### src/rtl/params_noc.sv
// rtl/params_noc.sv - shared NoC flit, label and link-transmitter state types
package params_noc;

   localparam int FLIT_DATA_WIDTH = 32;

   // Position of a flit inside its packet
   typedef enum logic [1:0] {
      HEAD     = 2'b00,
      BODY     = 2'b01,
      TAIL     = 2'b10,
      HEADTAIL = 2'b11
   } flit_label_t;

   // Flit as carried on a link without virtual channels
   typedef struct packed {
      flit_label_t                flit_label;
      logic [FLIT_DATA_WIDTH-1:0] data;
   } flit_Data_noVC;

   // Packet-framing state of the link transmitter
   typedef enum logic {
      IDLE   = 1'b0,
      PACKET = 1'b1
   } tx_state_t;

endpackage

### src/rtl/noc_credit_counter.sv
// rtl/noc_credit_counter.sv - downstream buffer credit mirror with ready and overflow detect
module noc_credit_counter #(
   parameter int BUFFER_SIZE = 8
) (
   input  logic                               clk,
   input  logic                               rst_n,
   input  logic                               accept,
   input  logic                               credit_i,
   output logic [$clog2(BUFFER_SIZE+1)-1:0]   credits,
   output logic                               ready,
   output logic                               overflow
);

   localparam int CW = $clog2(BUFFER_SIZE + 1);
   localparam logic [CW-1:0] FULL = CW'(BUFFER_SIZE);

   // Ready depends on the stored count only, so it never loops through the crossbar valid
   assign ready = (credits != '0);

   // A returned credit with the mirror already full means the downstream side lied
   assign overflow = credit_i && !accept && (credits == FULL);

   // Count tracks free downstream slots; accept and credit in the same cycle cancel out
   always_ff @(posedge clk or negedge rst_n) begin
      if (!rst_n) begin
         credits <= FULL;
      end else if (!overflow) begin
         credits <= credits - CW'(accept) + CW'(credit_i);
      end
   end

endmodule

### src/rtl/noc_link_tx.sv
// rtl/noc_link_tx.sv - credit-based NoC link transmitter with packet-framing check
module noc_link_tx
   import params_noc::*;
#(
   parameter int BUFFER_SIZE = 8
) (
   input  logic                               clk,
   input  logic                               rst_n,
   input  logic                               flit_valid_i,
   input  flit_Data_noVC                      flit_i,
   output logic                               flit_ready_o,
   input  logic                               credit_i,
   output logic                               link_valid_o,
   output flit_Data_noVC                      link_flit_o,
   output logic [$clog2(BUFFER_SIZE+1)-1:0]   credits_o,
   output logic                               in_packet_o,
   output logic                               err_o
);

   logic      accept;
   logic      overflow;
   logic      proto_err;
   tx_state_t state_q;
   tx_state_t state_d;

   assign accept      = flit_valid_i && flit_ready_o;
   assign in_packet_o = (state_q == PACKET);

   noc_credit_counter #(
      .BUFFER_SIZE (BUFFER_SIZE)
   ) u_credit_counter (
      .clk      (clk),
      .rst_n    (rst_n),
      .accept   (accept),
      .credit_i (credit_i),
      .credits  (credits_o),
      .ready    (flit_ready_o),
      .overflow (overflow)
   );

   // Framing state register, moves only when a flit is actually launched
   always_ff @(posedge clk or negedge rst_n) begin
      if (!rst_n) begin
         state_q <= IDLE;
      end else begin
         state_q <= state_d;
      end
   end

   // Next state follows the flit label; out-of-order labels are flagged but still forwarded
   always_comb begin
      state_d   = state_q;
      proto_err = 1'b0;
      if (accept) begin
         case (flit_i.flit_label)
            HEAD: begin
               state_d   = PACKET;
               proto_err = (state_q == PACKET);
            end
            BODY: begin
               state_d   = PACKET;
               proto_err = (state_q == IDLE);
            end
            TAIL: begin
               state_d   = IDLE;
               proto_err = (state_q == IDLE);
            end
            HEADTAIL: begin
               state_d   = IDLE;
               proto_err = (state_q == PACKET);
            end
            default: begin
               state_d   = state_q;
               proto_err = 1'b0;
            end
         endcase
      end
   end

   // Link register: one-cycle launch, flit holds when idle so the wire stays quiet
   always_ff @(posedge clk or negedge rst_n) begin
      if (!rst_n) begin
         link_valid_o <= 1'b0;
         link_flit_o  <= '0;
      end else begin
         link_valid_o <= accept;
         if (accept) begin
            link_flit_o <= flit_i;
         end
      end
   end

   // Sticky error, cleared only by reset
   always_ff @(posedge clk or negedge rst_n) begin
      if (!rst_n) begin
         err_o <= 1'b0;
      end else if (overflow || proto_err) begin
         err_o <= 1'b1;
      end
   end

endmodule

### config.mk
export PLATFORM = sky130hd
export DESIGN_NAME = noc_link_tx
export DESIGN_NICKNAME = d
export VERILOG_FILES = /design/src/rtl/params_noc.sv /design/src/rtl/noc_credit_counter.sv /design/src/rtl/noc_link_tx.sv
export SDC_FILE = /design/constraint.sdc
export NUM_CORES = 1
export LEC_CHECK = 0
export BUFFER_PORTS_ARGS = -buffer_cell sky130_fd_sc_hd__clkbuf_2
export CORE_MARGIN = 2
export CORE_UTILIZATION = 51
export DETAILED_ROUTE_END_ITERATION = 8
export GPL_TIMING_DRIVEN = 0
export PLACE_DENSITY = 0.85
export SETUP_SLACK_MARGIN = 0.2
export SYNTH_ARGS = -nofsm -noshare
export SYNTH_HDL_FRONTEND = slang
export SYNTH_SLANG_ARGS = --single-unit
### constraint.sdc
create_clock -name clk -period 4.4 [get_ports clk]
set_clock_uncertainty 0.15 [all_clocks]
set_input_delay 0.88 -clock clk [delete_from_list [all_inputs] [get_ports clk]]
set_output_delay 0.88 -clock clk [all_outputs]
set_load 0.03 [all_outputs]
# Word-level counts from Yosys, hierarchy flattened

Cells that the tools add are included.

Eq/ne operators: 4
Reduce and logical (&&, ||, !) cells: 11
Bitwise operators: 1
Add/subtract/negate cells: 2
Multiplexer cells: 3

Operators with widths:

| cell                                                | number |
|---|---|
| OR reduction 2 bit                                  | 4 |
| adder 4 x 1 -> 4 bit                                | 1 |
| equality test 2 bit, second input constant          | 2 |
| equality test 4 bit, second input constant          | 1 |
| one-hot mux 1 bit (2 select lines)                  | 2 |
| nonzero test 4 bit                                  | 1 |
| subtractor 4 x 1 -> 4 bit                           | 1 |
| logical AND 1 bit                                   | 3 |
| equality test 2 x 1 -> 1 bit, second input constant | 1 |
| logical NOT 2 bit                                   | 1 |
| logical NOT 1 bit                                   | 1 |
| logical OR 1 bit                                    | 1 |
| two-way mux 1 bit                                   | 1 |
| NOT 1 bit                                           | 1 |

Logic and storage cells: 27
Register bits after elaboration: 41

# Depth between registers and ports, before layout

Gate-level depths: netlist of the first run.

Depth in word-level cells: 6
Mapped depth: 12
Mapped depth without buffers: 11

# By module

A second synthesis of the first run with hierarchy kept.

Cells, all modules: 116
Area, all modules: 1845.5 um^2

Modules (own cells, without submodules):

| module             | cells an instance | seq. area each (um^2) | area an instance (um^2) | times used |
|---|---|---|---|---|
| noc_link_tx        | 84                | 925.9                 | 1524.0                  | 1 |
| noc_credit_counter | 32                | 101.3                 | 321.6                   | 1 |

# Worst setup path before layout of the first run

OpenSTA, ideal clock, no wires.

Path type: register -> register
Start: reg u_credit_counter.credits[2]
End: reg u_credit_counter.credits[2]
Buffers on the path: 1
Library setup time: 0.126 ns
Data required time: 4.124 ns
Stages on the path, launching flop included: 13
Setup slack: 1.489 ns
Data arrival time: 2.635 ns
Cell sequence: dfrtp_1 > inv_1 > ha_1 > or3b_4 > nand2_8 > buf_12 > inv_1 > ha_1 > inv_1 > ha_1 > fa_1 > xnor2_1 > mux2i_1

Cells in the longest elaborated chain, start to end: 5
Elaborated cells on any way between the ends: 8
Classes of those cells: add/sub: 2; eq/ne: 1; reduce/logical: 5

Ends and longest elaborated chain:

| item                                                                              | RTL line                 | text |
|---|---|---|
| start, declared                                                                   | noc_credit_counter.sv:9  | `output logic [$clog2(BUFFER_SIZE+1)-1:0] credits,` |
| start signal, assigned                                                            | noc_credit_counter.sv:28 | `credits <= credits - CW'(accept) + CW'(credit_i);` |
| nonzero test 4 bit (*)                                                            | noc_credit_counter.sv:18 | `assign ready = (credits != '0);` |
| net flit_ready_o                                                                  | noc_link_tx.sv:11        | `output logic flit_ready_o,` |
| logical AND 1 bit (*)                                                             | noc_link_tx.sv:26        | `assign accept = flit_valid_i && flit_ready_o;` |
| net accept                                                                        | noc_link_tx.sv:20        | `logic accept;` |
| parallel branches: the longest is 3 deep, another holds subtractor 4 x 1 -> 4 bit | n/a                      |  |

Mark *: on every way through the listed nets, which the timed path passes.
A chain may end at the register's enable or synchronous reset.

# Worst setup path in the final report of the first run

Start: reg u_credit_counter.credits[2]
End: reg u_credit_counter.credits[2]

Cells in the longest elaborated chain, start to end: 5
Elaborated cells on any way between the ends: 8
Classes of those cells: add/sub: 2; eq/ne: 1; reduce/logical: 5

Ends and longest elaborated chain:

| item                                                                              | RTL line |
|---|---|
| nonzero test 4 bit (*)                                                            | noc_credit_counter.sv:18 |
| logical AND 1 bit (*)                                                             | noc_link_tx.sv:26 |
| net accept                                                                        | noc_link_tx.sv:20 |
| parallel branches: the longest is 3 deep, another holds subtractor 4 x 1 -> 4 bit | n/a |

Marks and branches as above.

==> results.cfg, run 1 <==
[floorplanning]
die_height_um = 64.8
placementRows = 22
io_pins = 80
die_w_um = 64.8
initial_core_util_pct = 52.3
fp.coreArea_um2 = 3610
design.die.area_um2 = 4200

[critical_path]
worst_flop_to_flop_path_startpoint = u_credit_counter.credits[2]
critical_path_required_ns = 4.41
worst-r2r-setup-slack_ns = 1.57
cpPeakStageDelay_ns = 0.41
critical-path-slowest-cell = sky130_fd_sc_hd__or3b_4
worst_setup_path_start_kind = flop
reg2reg_to = u_credit_counter.credits[2]
r2r_cells = 12
endpoint_kind = flop
critical-path-top-delay-family = adder cells
worstPathBufferInverterCount = 4
path_cells = inv_1, ha_1, or3b_4, nand2_8, buf_12, inv_1, ha_1, inv_1, ha_1, fa_1, xnor2_1, mux2i_1
critPathArrivalTime_ns = 2.84
timing_worst_setup_path_type = flop to flop
timing.critical_path.fanout_max = 10

[power_and_ir_drop]
switching_share_pct = 37.5
total_power_mw = 1.58
p_sw_uw = 593
cellLeakagePower_nw = 1.32
seq_power_share_pct = 34.8
peakVddDrop_mv = 0.338
pwr_density_cell_nw_per_um2 = 642
share_comb_of_total_power_pct = 46.1
p_clk_share_pct = 19.1
internal_power_uw = 986

[route]
drtIter0Drc = 45
antenna_left = 0
routed_via_count_divided_by_cell_count = 4.77
post-route-drc-count = 0
drt-pass1-iter-count = 3
wl_per_cell_um = 12.9
routed-via-count = 1193
totalWireLength_mm = 3.24

[clock_tree]
cts-resized-gates = 0
cts_root_buffer_type = sky130_fd_sc_hd__clkbuf_8
cts-buffers-inserted = 5
cts_tree = built
cts_setup_buffers = 0
cts.reportedPaths.clkPinSlew_ns = 0.08
maximum_buffer_depth_of_the_clock_tree = 2
cts_hold_repair.buffers = 0
htreeDepth = 2
cts_sinks = 41
clk_latency_ns = 0.27

[timing]
timing.max_slew.rel_slack_pct = 33.6
rsz0062_at_grt = no
setup_total_negative_slack_ns = 0
hold_slack_ns = 0.355
postLayoutSetupSlackWorst_ns = 1.57
hold_viol = 0
slew_viol_final = 0
worst_pin_slew_ns = 0.996
setup_viol = 0
period_needed_ns = 2.83
final.period_utilization_pct = 64.3
fmax_mhz = 353

[grt]
grt_pass1_wl_mm = 5.44
grt_max_degree = 42
antenna_found_initial = 0
globalRouteOverflowTotal = 0
grt_usage_pct = 17.1
grt_pass1_vias = 1203

[yosys]
synthCells = 115
synthDistinctLibCells = 23
synth_warnings = 0
synth-seq-cells = 41
synth_largest_area_cell = sky130_fd_sc_hd__dfrtp_1
synth_nets = 162
syn-cell-area_um2 = 1890
synthesis.area_per_instance_um2 = 16.4
synth_top_area_share_pct = 53.1
synth_top_cells_by_area = sky130_fd_sc_hd__dfrtp_1, sky130_fd_sc_hd__mux2_4, sky130_fd_sc_hd__ha_1, sky130_fd_sc_hd__mux2_2, sky130_fd_sc_hd__buf_12
seq_area_frac_synth_pct = 54.5

[layout]
most_common_cell_after_layout_fill_and_taps_aside = sky130_fd_sc_hd__clkbuf_2
area_delta_synth_final_pct = 30.3
final_layout_size_suffix_gt1_share_pct = 63.4
multi_input_area_um2 = 768
leading_cell_types_in_the_layout_fill_and_taps_excluded = sky130_fd_sc_hd__clkbuf_2, sky130_fd_sc_hd__dfrtp_1, sky130_fd_sc_hd__mux2_4
layout.cell_area.non_filler_um2 = 2460
fillers = 285
postLayoutCoreUtil_pct = 68.1
ant_diodes = 0
post_layout_nonfiller_instances = 250
final-seq-area_um2 = 1030
final_nets = 248

[placed_design]
total_instance_count_after_detailed_placement = 242
routabilityCongestion = 0.798
port_buffers = 79
placed_wire_length_estimate_mm = 2.46
pre_cts_setup_slack_ns = 1.56
total_cell_area_at_the_placement_stage_um2 = 2340

[worst_hold_path]
worst_hold_path.endpoint = link_flit_o[19]
hold_path.startpoint = link_flit_o[19]
hold_path_depth = 1
hold_path.class = flop to flop

[run_status]
outcome = finished clean

[run]
total_of_max_cap_violations = 0
==> routing by layer <==
layer	wire length, um	track usage [%]
met4	18	5.59
met5	0	0
met2	1600	27.1
met3	216	4.51
met1	1400	22.9
==> cells in the mapped netlist <==
master / number
sky130_fd_sc_hd__xnor2_1: 1
sky130_fd_sc_hd__a21oi_1: 1
sky130_fd_sc_hd__nand2_1: 1
sky130_fd_sc_hd__and2_1: 2
sky130_fd_sc_hd__nand2b_1: 1
sky130_fd_sc_hd__buf_12: 3
sky130_fd_sc_hd__a211oi_1: 1
sky130_fd_sc_hd__mux2_4: 28
sky130_fd_sc_hd__nor2_1: 2
sky130_fd_sc_hd__dfstp_2: 1
sky130_fd_sc_hd__a2bb2oi_1: 2
sky130_fd_sc_hd__o21bai_1: 1
sky130_fd_sc_hd__and4bb_2: 1
sky130_fd_sc_hd__nand2_8: 1
sky130_fd_sc_hd__ha_1: 8
sky130_fd_sc_hd__or3b_4: 1
sky130_fd_sc_hd__dfrtp_1: 40
sky130_fd_sc_hd__mux2i_1: 1
sky130_fd_sc_hd__inv_1: 8
sky130_fd_sc_hd__xor2_1: 1
sky130_fd_sc_hd__o21ai_0: 2
sky130_fd_sc_hd__fa_1: 1
sky130_fd_sc_hd__mux2_2: 7
==> registers in the layout, summed over array words and instances (netlist names) <==
signal                    count
err_o                         1
in_packet_o                   1
link_flit_o                  34
link_valid_o                  1
u_credit_counter.credits      4
==> cell families after synthesis <==
group	count (synthesis)	synth area share, %
flip-flops	41	54.5
multiplexers	36	27.0
buffers and inverters	11	4.78
adder cells (fa/ha/maj)	9	6.37
AND/OR/NAND/NOR	9	3.92
AO/OA/AOI/OAI	7	2.52
XOR/XNOR	2	0.929
==> power groups by stage <==
stage	clock (mW)	sequential [mW]	combinational (mW)
floorplan	0	0.756	0.346
global placement	0	0.552	0.723
detailed placement	0	0.556	0.737
CTS	0.311	0.551	0.737
global route	0.332	0.565	0.786
finish	0.302	0.550	0.727
==> layout make-up <==
class	instances	area share, %
Timing Repair Buffer	79	16.1
Sequential cell	41	41.8
Multi-Input combinational cell	63	31.3
Inverter	8	1.22
Clock inverter	1	1.22
Clock buffer	7	3.51
Tap cell	48	2.44
Buffer	3	2.44
==> worst max path at each step <==
stage	depth (start not counted)	slack (ns)	to	startpoint
2_1_floorplan	12	1.49	u_credit_counter.credits[2]	u_credit_counter.credits[2]
3_3_place_gp	12	1.57	u_credit_counter.credits[2]	u_credit_counter.credits[2]
3_5_place_dp	12	1.56	u_credit_counter.credits[2]	u_credit_counter.credits[2]
4_1_cts	12	1.54	u_credit_counter.credits[2]	u_credit_counter.credits[2]
5_1_grt	12	1.33	u_credit_counter.credits[2]	u_credit_counter.credits[2]
6_report	12	1.57	u_credit_counter.credits[2]	u_credit_counter.credits[2]
No activity file was read; power rests on OpenSTA's default activity.
==> inputs of run 2 (changes only) <==
- ABC_AREA: not set -> 1
- CORE_UTILIZATION: 51 -> 46
- PLACE_DENSITY: 0.85 -> 0.78
- clock period: 4.4 -> 2.8 ns (I/O delays scaled with it)
==> run 2 against run 1 <==
Combinational power is 47% higher. Utilization down 4.0 points. Synthesized area fell by 5.6%. Hold slack worse by 0.090 ns. Critical path depth shrank 1. Sequential power rose by 59%. Die area rose by 4.4%. Routed wire length grew 11%. Cell area decreased by 3.8%. Clock power is 59% higher. Global-route usage up 2.1 points. Power grew 54%. Critical path type unchanged. Critical endpoint is now u_credit_counter.credits[1]. Largest cell class unchanged. Largest power group unchanged.
==> results.cfg, run 2 <==
[run_status]
outcome = finished clean

[clock_tree]
clk_latency_ns = 0.28
maximum_buffer_depth_of_the_clock_tree = 2
cts_root_buffer_type = sky130_fd_sc_hd__clkbuf_8
htreeDepth = 2
cts-buffers-inserted = 5
cts_tree = built
cts.reportedPaths.clkPinSlew_ns = 0.07
cts_sinks = 41

[critical_path]
critical-path-slowest-cell = sky130_fd_sc_hd__dfstp_2
critPathArrivalTime_ns = 2.48
worst_flop_to_flop_path_startpoint = u_credit_counter.credits[3]
path_cells = inv_1, ha_2, nand2_4, nand2_4, inv_6, buf_6, ha_1, inv_1, ha_2, fa_1, a21boi_0
reg2reg_to = u_credit_counter.credits[1]
worst_setup_path_start_kind = flop
timing.critical_path.fanout_max = 11
worst-r2r-setup-slack_ns = 0.34
cpPeakStageDelay_ns = 0.56
timing_worst_setup_path_type = flop to flop
r2r_cells = 11
critical_path_required_ns = 2.81
endpoint_kind = flop

[power_and_ir_drop]
peakVddDrop_mv = 0.495
pwr_density_cell_nw_per_um2 = 1030
cellLeakagePower_nw = 1.40

[placed_design]
placed_wire_length_estimate_mm = 2.75
routabilityCongestion = 0.702
total_cell_area_at_the_placement_stage_um2 = 2240
total_instance_count_after_detailed_placement = 322
port_buffers = 79
pre_cts_setup_slack_ns = 0.265

[layout]
area_delta_synth_final_pct = 32.8
leading_cell_types_in_the_layout_fill_and_taps_excluded = sky130_fd_sc_hd__nand2_1, sky130_fd_sc_hd__clkbuf_2, sky130_fd_sc_hd__dfrtp_1
post_layout_nonfiller_instances = 330
ant_diodes = 0
postLayoutCoreUtil_pct = 64.1
fillers = 350
most_common_cell_after_layout_fill_and_taps_aside = sky130_fd_sc_hd__nand2_1
regMostFlops = link_flit_o
layout.cell_area.non_filler_um2 = 2360
largestRegisters = link_flit_o: 34 flops, u_credit_counter.credits: 4 flops
largest_reg_flops = 34
final_layout_size_suffix_gt1_share_pct = 35.8
final_nets = 328

[yosys]
synth-seq-cells = 41
synthesis.area_per_instance_um2 = 9.13
synth_largest_area_cell = sky130_fd_sc_hd__dfrtp_1
synth_warnings = 0
synth_top_area_share_pct = 56.2
synth_top_cells_by_area = sky130_fd_sc_hd__dfrtp_1, sky130_fd_sc_hd__nand2_1, sky130_fd_sc_hd__ha_1, sky130_fd_sc_hd__buf_6, sky130_fd_sc_hd__inv_1
synth_edf_count = 0
synthCells = 195
synth_nets = 242
syn-cell-area_um2 = 1780
synth_most_common_cell = sky130_fd_sc_hd__nand2_1
synth_ff_type = sky130_fd_sc_hd__dfrtp_1
netlist_top_cells_count = sky130_fd_sc_hd__nand2_1, sky130_fd_sc_hd__dfrtp_1, sky130_fd_sc_hd__inv_1, sky130_fd_sc_hd__ha_1
synthDistinctLibCells = 21
seq_area_frac_synth_pct = 57.7
synthArstFlopShare_pct = 100

[grt]
grt_usage_pct = 19.2
grt_pass1_vias = 1465
grt_max_degree = 42
globalRouteOverflowTotal = 0
grt_pass1_wl_mm = 6.31
antenna_found_initial = 0

[route]
drtIter0Drc = 63
post-route-drc-count = 0
wl_per_cell_um = 10.9
totalWireLength_mm = 3.60
routed-via-count = 1496
antenna_left = 0
routed_via_count_divided_by_cell_count = 4.53
drt-pass1-iter-count = 4

[worst_hold_path]
hold_path.class = input pin to async pin

[timing]
period_needed_ns = 2.46
final.period_utilization_pct = 88.0
fmax_mhz = 406
rsz0062_at_grt = no
hold_viol = 0
setup_viol = 0
worst_pin_slew_ns = 0.954
setup_total_negative_slack_ns = 0
slew_viol_final = 0
timing.max_slew.rel_slack_pct = 36.4
postLayoutSetupSlackWorst_ns = 0.335

[floorplanning]
fp.coreArea_um2 = 3690
placementRows = 22
design.die.area_um2 = 4380
die_height_um = 66.2
io_pins = 80
die_w_um = 66.2
initial_core_util_pct = 48.3

[run]
total_of_max_cap_violations = 0
[run 2: changes by cell type after synthesis, moves of 2 or more]
cell and delta:
sky130_fd_sc_hd__buf_4 +3, sky130_fd_sc_hd__mux2_4 -28, sky130_fd_sc_hd__nand2_1 +111, sky130_fd_sc_hd__buf_12 -3, sky130_fd_sc_hd__buf_6 +4, sky130_fd_sc_hd__a2bb2oi_1 -2, sky130_fd_sc_hd__a21boi_0 +2, sky130_fd_sc_hd__mux2_2 -7
sky130_fd_sc_hd__and2_1 -2, sky130_fd_sc_hd__nand3_1 +4
[run 2: cell families after synthesis]
family / after synthesis / share of synthesized area (%)
adders and majority gates: 9 / 6.75
buffers and inverters: 17 / 6.04
and+or+nand+nor: 123 / 27.4
AOI/OAI and AO/OA: 3 / 1.12
DFF: 41 / 57.7
xor gates and xnor gates: 2 / 0.984
[run 2: timing repair]
item,4_1_cts,5_1_grt
hold buffers,0,0
setup endpoints to repair,0,2
setup buffers,0,0
resized for setup,0,4
[run 2: worst max-delay path by stage]
stage | to | slack [ns] | cells after the start | from
detailed placement | u_credit_counter.credits[1] | 0.26 | 11 | u_credit_counter.credits[3]
finish | u_credit_counter.credits[1] | 0.34 | 11 | u_credit_counter.credits[3]
CTS | u_credit_counter.credits[1] | 0.26 | 11 | u_credit_counter.credits[3]
floorplan | u_credit_counter.credits[2] | 0.22 | 13 | u_credit_counter.credits[2]
global route | u_credit_counter.credits[1] | 0.20 | 11 | u_credit_counter.credits[3]
global placement | u_credit_counter.credits[1] | 0.30 | 11 | u_credit_counter.credits[3]
[run 2: area by class of cell]
cell class	instances	area [um^2]	area share, %
Multi-Input combinational cell	137	656	27.7
Buffer	7	67.6	2.86
Inverter	10	42.5	1.80
Sequential cell	41	1030	43.4
Tap cell	48	60.1	2.54
Clock inverter	1	30.0	1.27
Clock buffer	7	86.3	3.65
Timing Repair Buffer	79	395	16.7
[run 2: worst max-delay path: cells and delay by family, from the launching register on]
family	cells	cell delay [ns]
buffers and inverters	4	0.36
flip-flops	1	0.56
AO/OA/AOI/OAI	1	0.13
adder cells (fa/ha/maj)	4	0.99
AND/OR/NAND/NOR	2	0.16
[run 2: per-stage QoR]
step,total power [mW],hold slack [ns]
CTS,2.45,0.304
floorplan,1.65,0.114
global placement,1.93,0.312
finish,2.42,0.265
global route,2.61,0.304
detailed placement,1.96,0.316
[run 2: per-layer routing]
layer | track usage (%) | vias up | routed length (um)
met1 | 23.6 | 673 | 1560
met3 | 7.16 | 5 | 292
met2 | 31.4 | 55 | 1720
met4 | 5.61 | 0 | 36
li1 | - | 763 | -
met5 | 0 | - | 0
[run 2: power breakdown]
group	internal [mW]	switching, mW
clock	0.291	0.189
sequential	0.766	0.108
combinational	0.351	0.720
==> inputs of run 3 (changes only) <==
- PLACE_DENSITY: 0.78 -> 0.82
==> run 3 against run 2 <==
Maximum frequency shrank 0.73%. Die area did not move. Power fell by 5.2%. Register-to-register slack worse by 0.02 ns. Non-clock buffer count grew 1. Final cell count decreased by 0.30%. Largest power group unchanged. Highest routed layer unchanged.
==> results.cfg, run 3 (same netlist as run 2, synthesis figures left out) <==
[placed_design]
pre_cts_setup_slack_ns = 0.247
placed_wire_length_estimate_mm = 2.76
port_buffers = 79
routabilityCongestion = 0.784
total_instance_count_after_detailed_placement = 322

[grt]
grt_pass1_vias = 1364
groute.layer.met3.usage_pct = 6.64
grt.busiest_layer = met2
grt_util_met1_pct = 22.8
grt_usage_pct = 18.4
globalRouteOverflowTotal = 0
gr-usage-met2_pct = 30.3
grt_pass1_wl_mm = 6.04
antenna_found_initial = 0
grt_max_degree = 42

[critical_path]
endpoint_kind = flop
timing_worst_setup_path_type = flop to flop
path_cells = inv_2, ha_2, nand2_4, nand2_4, inv_8, buf_6, ha_1, inv_1, ha_1, fa_1, xor2_1, nand2_1, nand2_1
timing.critical_path.fanout_max = 11
critPathArrivalTime_ns = 2.50
critical-path-top-delay-family = adder cells
critical_path_required_ns = 2.82
worst_setup_path_start_kind = flop
worstPathBufferInverterCount = 4
cpPeakStageDelay_ns = 0.40
critical-path-slowest-cell = sky130_fd_sc_hd__dfrtp_1

[run]
total_of_max_cap_violations = 0

[route]
drtIter0Drc = 94
routed_via_count_divided_by_cell_count = 4.57
routed-via-count = 1505
antenna_left = 0
post-route-drc-count = 0
totalWireLength_mm = 3.66
wl_per_cell_um = 11.1
drt-pass1-iter-count = 4

[layout]
regMostFlops = link_flit_o
fillers = 345
largest_reg_flops = 34
post_layout_nonfiller_instances = 329
area_delta_synth_final_pct = 30.9
ant_diodes = 0
largestRegisters = link_flit_o: 34 flops, u_credit_counter.credits: 4 flops
leading_cell_types_in_the_layout_fill_and_taps_excluded = sky130_fd_sc_hd__nand2_1, sky130_fd_sc_hd__clkbuf_2, sky130_fd_sc_hd__dfrtp_1
final_layout_size_suffix_gt1_share_pct = 35.6
most_common_cell_after_layout_fill_and_taps_aside = sky130_fd_sc_hd__nand2_1
final_nets = 329

[floorplanning]
io_pins = 80
placementRows = 22
design.die.area_um2 = 4380
initial_core_util_pct = 48.3
fp.coreArea_um2 = 3690
die_height_um = 66.2
die_w_um = 66.2

[worst_hold_path]
hold_path.class = input pin to async pin

[timing]
slew_viol_final = 0
hold_slack_ns = 0.274
postLayoutSetupSlackWorst_ns = 0.317
timing.max_slew.rel_slack_pct = 35.1
hold_viol = 0
setup_total_negative_slack_ns = 0
final.period_utilization_pct = 88.7
rsz0062_at_grt = yes
setup_viol = 0
worst_pin_slew_ns = 0.973
fmax_mhz = 403
period_needed_ns = 2.48

[clock_tree]
htreeDepth = 2
clk_latency_ns = 0.28
maximum_buffer_depth_of_the_clock_tree = 2
cts-buffers-inserted = 5
cts_hold_repair.buffers = 0
cts_sinks = 41
cts.reportedPaths.clkPinSlew_ns = 0.07
cts_tree = built
cts_root_buffer_type = sky130_fd_sc_hd__clkbuf_8

[power_and_ir_drop]
peakVddDrop_mv = 0.536
pwr_density_cell_nw_per_um2 = 987
cellLeakagePower_nw = 1.39

[run_status]
outcome = finished clean
## run 3: cell types whose count changed in the layout (fill, tap and decap cells not counted), sizes merged
| cell | previous run | this run |
|---|---|---|
| bufinv | 1 | 0 |
| clkinv | 0 | 1 |
| buf | 7 | 8 |
| clkbuf | 86 | 84 |
## run 3: path summary, 6_finish.rpt
kind	from	endpoint	slack (ns)	cells past startpoint
hold reg to reg	link_flit_o[29]	link_flit_o[29]	0.33	2
setup reg to reg	u_credit_counter.credits[2]	u_credit_counter.credits[2]	0.32	13
max in group asynchronous	rst_n	link_flit_o[6]	1.62	1
setup / recovery	u_credit_counter.credits[2]	u_credit_counter.credits[2]	0.32	13
min in group clk	flit_i[29]	link_flit_o[29]	0.32	3
hold / removal	rst_n	link_flit_o[29]	0.27	1
## run 3: metal layers
metal | vias up | share of wire (%)
met5 | - | 0
met3 | 4 | 6.6
met2 | 49 | 48
met4 | 0 | 0.74
li1 | 767 | -
met1 | 685 | 44
## run 3: final cells by class
cell class	instances	area, um^2	area share [%]
buffer	7	67.6	2.90
clock buffer	5	68.8	2.95
clock inverter	1	5.00	0.215
inverter	10	45.0	1.93
multi-input combinational	137	653	28.0
sequential	41	1030	44.1
tap	48	60.1	2.58
timing repair buffer	80	403	17.3
## run 3: worst register-to-register path, cell delays in order (launching register included)
cell and delay, ns:
sky130_fd_sc_hd__dfrtp_1 0.40, sky130_fd_sc_hd__inv_2 0.09, sky130_fd_sc_hd__ha_2 0.19, sky130_fd_sc_hd__nand2_4 0.06
sky130_fd_sc_hd__nand2_4 0.13, sky130_fd_sc_hd__inv_8 0.07, sky130_fd_sc_hd__buf_6 0.14, sky130_fd_sc_hd__ha_1 0.27
sky130_fd_sc_hd__inv_1 0.04, sky130_fd_sc_hd__ha_1 0.20, sky130_fd_sc_hd__fa_1 0.39, sky130_fd_sc_hd__xor2_1 0.15
sky130_fd_sc_hd__nand2_1 0.06, sky130_fd_sc_hd__nand2_1 0.04
## run 3: repair_timing
item,in CTS,in global routing
resized for setup,0,4
endpoints found under the setup margin,0,2
endpoints found under the hold margin,0,0
buffers inserted,0,1
## run 3: where the power goes
group	total, mW	internal, mW	switching [mW]	leakage [nW]
sequential	0.870	0.766	0.104	0.493
combinational	1.09	0.360	0.730	0.859
clock	0.339	0.164	0.175	0.0399
## run 3: stage by stage
stage | power [mW] | area (um^2) | utilization [%]
2_1_floorplan | 1.65 | 1790 | -
3_3_place_gp | 1.92 | 2240 | 60.8
3_5_place_dp | 1.96 | 2240 | 60.8
4_1_cts | 2.31 | 2310 | 62.8
5_1_grt | 2.48 | 2330 | 63.2
6_report | 2.30 | 2330 | 63.2
